**src/rtl/network_train_sequencer.sv**
```systemverilog
// Sequences MLP inference passes and multi-epoch training runs over a sample stream.
// Optional macro LR_DECAY_EN: halve the learning rate (saturating at 1) on every epoch advance.
module network_train_sequencer #(
  parameter int             NI      = 4,
  parameter int             NO      = 7,
  parameter int             WV      = 8,
  parameter int             WO      = 12,
  parameter int             NS      = 16,
  parameter int             NE      = 4,
  parameter logic [WV-1:0]  LR_INIT = 8'h40
) (
  input  logic                   iCLK,
  input  logic                   iRST,
  input  logic                   iStart,
  input  logic                   iTrain,
  output logic                   oBusy,
  output logic                   oDone,
  output logic                   oMode,
  output logic [WV-1:0]          oLR,
  output logic [$clog2(NE):0]    oEpoch,
  output logic [$clog2(NS):0]    oSample,
  input  logic                   iValid_AM_Sample,
  output logic                   oReady_AM_Sample,
  input  logic [NI*WV+NO*WO-1:0] iData_AM_Sample,
  output logic                   oValid_BM_Input,
  input  logic                   iReady_BM_Input,
  output logic [NI*WV-1:0]       oData_BM_Input,
  output logic                   oValid_BM_Teacher,
  input  logic                   iReady_BM_Teacher,
  output logic [NO*WO-1:0]       oData_BM_Teacher,
  input  logic                   iValid_AM_Output,
  output logic                   oReady_AM_Output,
  input  logic [NO*WO-1:0]       iData_AM_Output,
  output logic                   oValid_BM_Result,
  input  logic                   iReady_BM_Result,
  output logic [NO*WO-1:0]       oData_BM_Result
);
  localparam int EW = $clog2(NE) + 1;
  localparam int SW = $clog2(NS) + 1;
  localparam int IW = NI * WV;
  localparam int OW = NO * WO;
  localparam logic [EW-1:0] E_LAST = EW'(NE - 1);
  localparam logic [SW-1:0] S_LAST = SW'(NS - 1);

  typedef enum logic [2:0] {S_IDLE, S_FETCH, S_ISSUE, S_COLLECT, S_DONE} state_t;
  state_t state, state_nx;

  logic smp_xfer, in_xfer, tch_xfer, out_xfer, res_xfer;
  logic in_left, tch_left, leave, last_sample, last_epoch, finish;

  assign oBusy            = (state != S_IDLE);
  assign oDone            = (state == S_DONE);
  assign oReady_AM_Sample = (state == S_FETCH);
  // Inference holds off the network until the previous result has drained.
  assign oReady_AM_Output = (state == S_COLLECT) && (oMode || !oValid_BM_Result);

  always_comb begin
    smp_xfer    = iValid_AM_Sample & oReady_AM_Sample;
    in_xfer     = oValid_BM_Input & iReady_BM_Input;
    tch_xfer    = oValid_BM_Teacher & iReady_BM_Teacher;
    out_xfer    = iValid_AM_Output & oReady_AM_Output;
    res_xfer    = oValid_BM_Result & iReady_BM_Result;
    in_left     = oValid_BM_Input & ~iReady_BM_Input;
    tch_left    = oValid_BM_Teacher & ~iReady_BM_Teacher;
    leave       = (state == S_COLLECT) && (oMode ? out_xfer : res_xfer);
    last_sample = (oSample == S_LAST);
    last_epoch  = (oEpoch == E_LAST);
    finish      = last_sample && (!oMode || last_epoch);
  end

  always_ff @(posedge iCLK or negedge iRST) begin
    if (!iRST) state <= S_IDLE;
    else       state <= state_nx;
  end

  always_comb begin
    state_nx = state;
    unique case (state)
      S_IDLE:    if (iStart) state_nx = S_FETCH;
      S_FETCH:   if (smp_xfer) state_nx = S_ISSUE;
      S_ISSUE:   if (!in_left && !tch_left) state_nx = S_COLLECT;
      S_COLLECT: if (leave) state_nx = finish ? S_DONE : S_FETCH;
      S_DONE:    state_nx = S_IDLE;
      default:   state_nx = S_IDLE;
    endcase
  end

  always_ff @(posedge iCLK or negedge iRST) begin
    if (!iRST) begin
      oMode             <= 1'b0;
      oLR               <= LR_INIT;
      oEpoch            <= '0;
      oSample           <= '0;
      oValid_BM_Input   <= 1'b0;
      oData_BM_Input    <= '0;
      oValid_BM_Teacher <= 1'b0;
      oData_BM_Teacher  <= '0;
      oValid_BM_Result  <= 1'b0;
      oData_BM_Result   <= '0;
    end else begin
      if (state == S_IDLE && iStart) begin
        oMode   <= iTrain;
        oLR     <= LR_INIT;
        oEpoch  <= '0;
        oSample <= '0;
      end
      if (smp_xfer) begin
        oData_BM_Input    <= iData_AM_Sample[IW-1:0];
        oData_BM_Teacher  <= iData_AM_Sample[IW +: OW];
        oValid_BM_Input   <= 1'b1;
        oValid_BM_Teacher <= oMode;
      end
      if (in_xfer)  oValid_BM_Input   <= 1'b0;
      if (tch_xfer) oValid_BM_Teacher <= 1'b0;
      if (out_xfer && !oMode) begin
        oValid_BM_Result <= 1'b1;
        oData_BM_Result  <= iData_AM_Output;
      end else if (res_xfer) begin
        oValid_BM_Result <= 1'b0;
        oData_BM_Result  <= '0;
      end
      if (leave) begin
        if (!last_sample) begin
          oSample <= oSample + SW'(1);
        end else begin
          oSample <= '0;
          if (oMode && !last_epoch) begin
            oEpoch <= oEpoch + EW'(1);
`ifdef LR_DECAY_EN
            oLR <= (oLR > WV'(1)) ? (oLR >> 1) : WV'(1);
`else
            oLR <= LR_INIT;
`endif
          end
        end
      end
    end
  end
endmodule

```
**config.mk**
```make
export PLATFORM = sky130hd
export DESIGN_NAME = network_train_sequencer
export DESIGN_NICKNAME = d
export VERILOG_FILES = /design/src/rtl/network_train_sequencer.sv
export SDC_FILE = /design/constraint.sdc
export NUM_CORES = 1
export LEC_CHECK = 0
export BUFFER_PORTS_ARGS = -buffer_cell sky130_fd_sc_hd__buf_2
export CORE_AREA = 2 2 169 171
export DETAILED_ROUTE_END_ITERATION = 8
export DIE_AREA = 0 0 171 173
export GPL_TIMING_DRIVEN = 0
export HOLD_SLACK_MARGIN = 0.1
export PLACE_DENSITY = 0.63
export SLEW_MARGIN = 20
export SYNTH_ARGS = -nofsm -noshare
export SYNTH_HDL_FRONTEND = slang
export SYNTH_SLANG_ARGS = --single-unit
```
**constraint.sdc**
```tcl
create_clock -name iCLK -period 1.95 [get_ports iCLK]
set_clock_uncertainty 0.05 [all_clocks]
set_input_delay 0.2925 -clock iCLK [delete_from_list [all_inputs] [get_ports iCLK]]
set_output_delay 0.2925 -clock iCLK [all_outputs]
set_load 0.02 [all_outputs]
```
==> flow_summary.toml <==
[yosys]
seq_area_frac_synth_pct = 64.4
ys_types = 38
syn_avg_cell_area_um2 = 12.2
yosysWarnings = 0
synth_top_cells_by_count = "dfrtp_1, nand2_1, mux2_2, o21ai_0, mux2_1"
synth_top_cells_by_area = "dfrtp_1, mux2_2, nand2_1, mux2_1, o21ai_0"
synth_edf_count = 0
syn_nets = 921
synth_top_cell_by_area = "dfrtp_1"
syn_area_um2 = 8670
ys_seq_elements = 223
synth_top_cell_area_share_pct = 64.1
synth.most_common_cell = "dfrtp_1"
async_flop_share_pct = 100
synth_flop_cell = "dfrtp_1"
syn_inst = 709

[setup_path]
end_kind = "output port"
cp.arrival_ns = 1.58
timing.reg2reg.setup_slack_ns = 0.10
critPathMaxStageDelay_ns = 0.43
criticalPathCategory = "reg -> out"
worstRegToRegCells = 6
cp-start-kind = "flip-flop"
required_ns = 1.61
cp-startpoint = "state[1]"
cp_cell_sequence = "buf_6, or3_4, buf_6"
cpMaxStageDelayCell = "dfrtp_2"
cp_max_fo = 5
r2r-end = "oEpoch[0]"
r2r-start = "oEpoch[0]"
cp_common_cell = "buf_6"

[place]
pre_cts_ws_ns = -0.291
hpwlAfterDp_um = 20700
gp_congestion = 0.801
io_buffers = 432

[worst_hold_path]
min_path_type = "in -> reg"
holdPathEnd = "oMode"
hp-start = "iStart"
hold_depth = 3

[final_layout]
nets = 1596
utilization_pct = 52.0
fillers = 2387
syn_to_final_growth_pct = 65.6
layout-drive-gt1-share_pct = 42.4

[clock_network]
clk_pin_slew_ns = 0.06
cts_buffer_depth = 3
clk_latency_ns = 0.51
numCtsBuffers = 24
htree_levels = 1
cts_tree = "yes"
cts.sinks = 223
clockRootBuffer = "clkbuf_16"

[die]
die-area_um2 = 29600
io_pins = 433
die_w_um = 171
die_h_um = 173
start_util_pct = 31.4
coreArea_um2 = 27600
num_rows = 61

[timing]
slew_headroom_pct = 55.3
tightest_slew_ns = 0.670
period_needed_ns = 1.92
setup_viol_count_final = 0
maxSlewViolCount = 0
hold_violations = 0
worst_slack_ns = 0.0321
fin_crit_sh_pct = 98.4
fmax_mhz = 521
grt_setup_unrepaired = "true"

[grt]
globalRoute.totalOverflow = 0
grt_max_degree = 97
grt_pass1_vias = 8484
grt_antenna_before_repair = 1
globalRouteTotalUtil_pct = 20.3
grt_pass1_wl_um = 47000

[route]
avgViaCountPerCell = 4.54
vias = 8077
drtIter0Drc = 398
drcViolationCount = 0
dr.pass1.iters = 5
drtAntennaViolNets = 0
routedWlPerCell_um = 17.5
routed_wl_um = 31200

[pwr]
ir_drop_mv = 0.767
power_leakage_nw = 7.10
cellPowerDensity_nw_per_um2 = 1590

[job]
drv_cap = 0

[status]
status = "finished clean"
==> metal layers <==
| layer | GRT usage (%) | routed length (um) | vias up |
|---|---|---|---|
| li1 | - | - | 3735 |
| met1 | 22.8 | 11900 | 3912 |
| met2 | 37.0 | 15900 | 366 |
| met3 | 4.97 | 2410 | 64 |
| met4 | 6.99 | 1040 | 0 |
| met5 | 0 | 0 | - |
==> kinds of logic (layout without fill, tap and decap cells) <==
group	Yosys count	count (layout)	synth area share (%)
AOI/OAI and AO/OA	101	101	6.12
buffers and inverters	46	739	2.77
muxes	121	121	15.7
adders and majority gates	3	3	0.433
and+or+nand+nor	215	215	10.6
other	0	1	0
DFF	223	223	64.4
==> critical path, delay by kind of cell (launching register included) <==
kind          cells  cell delay [ns]
flops             1             0.43
buf+inv           2             0.28
simple gates      1             0.36
==> stage by stage <==
| stage | instances | instance area [um^2] | hold slack (ns) | setup TNS, ns | power, mW |
|---|---|---|---|---|---|
| detailed placement | 1521 | 11400 | 0.229 | -26.11 | 17.8 |
| global placement | 1519 | 11300 | 0.404 | -783.47 | 17.6 |
| CTS | 1778 | 14300 | 0.179 | -0.0306 | 22.8 |
| global route | 1781 | 14400 | 0.175 | -1.10 | 24.2 |
| floorplan | 709 | 8670 | -0.0531 | 0 | 13.8 |
| finish | 1781 | 14400 | 0.187 | 0 | 22.8 |
==> sequential cells by signal (all words and copies together), names as in the netlist <==
name / flops
oSample: 5
oValid_BM_Result: 1
oValid_BM_Input: 1
oData_BM_Input: 32
oEpoch: 3
oMode: 1
oValid_BM_Teacher: 1
oData_BM_Teacher: 84
oData_BM_Result: 84
oLR: 8
state: 3
==> cell usage in the layout (no fill, tap or decap), drive strengths merged, types with 2 or more instances in the layout <==
cell type | Yosys | layout
or3 | 3 | 3
nor3 | 4 | 4
nor3b | 3 | 3
nand3b | 2 | 2
o21ai | 88 | 88
clkbuf | 16 | 52
inv | 4 | 4
clkinv | 0 | 4
nand3 | 3 | 3
dlygate4sd3 | 0 | 206
nand2 | 178 | 178
dfrtp | 222 | 222
nand2b | 2 | 2
nor2b | 2 | 2
and3 | 2 | 2
a21oi | 6 | 6
and2 | 7 | 7
ha | 3 | 3
nand4b | 2 | 2
buf | 26 | 472
nor2 | 5 | 5
mux2 | 118 | 118
mux2i | 3 | 3
==> layout make-up <==
cell class	instances	area [um^2]	area share, %
clock buffers	39	708	4.93
clock inverters	5	50.0	0.349
multi-input cells	440	2880	20.0
flip-flops and latches	223	5580	38.9
inverters	4	15.0	0.105
plain buffers	42	259	1.80
diodes	1	2.50	0.0174
repair buffers	649	4390	30.6
well taps	378	473	3.29
==> where the power goes <==
group | internal (mW) | total, mW | switching [mW]
registers | 6.88 | 8.10 | 1.22
clock network | 2.61 | 4.45 | 1.84
logic | 3.91 | 10.3 | 6.37
==> worst max path at each step <==
stage,slack [ns],end,cells after the start
finish,0.03,oBusy,3
global route,-0.09,oData_BM_Result[25],5
CTS,-0.03,oEpoch[0],6
detailed placement,-0.29,oData_BM_Teacher[47],5
global placement,-3.44,oData_BM_Result[3],1
floorplan,0.11,oEpoch[0],6
==> repair_timing <==
| action | 4_1_cts | 5_1_grt |
|---|---|---|
| setup buffers | 7 | 2 |
| gates resized for setup | 14 | 14 |
| hold buffers | 206 | 0 |
| endpoints found under the setup margin | 185 | 76 |
| endpoints found under the hold margin | 268 | 0 |
| pin swaps | 3 | 1 |
Note: power is estimated with default switching activity, not from simulation.
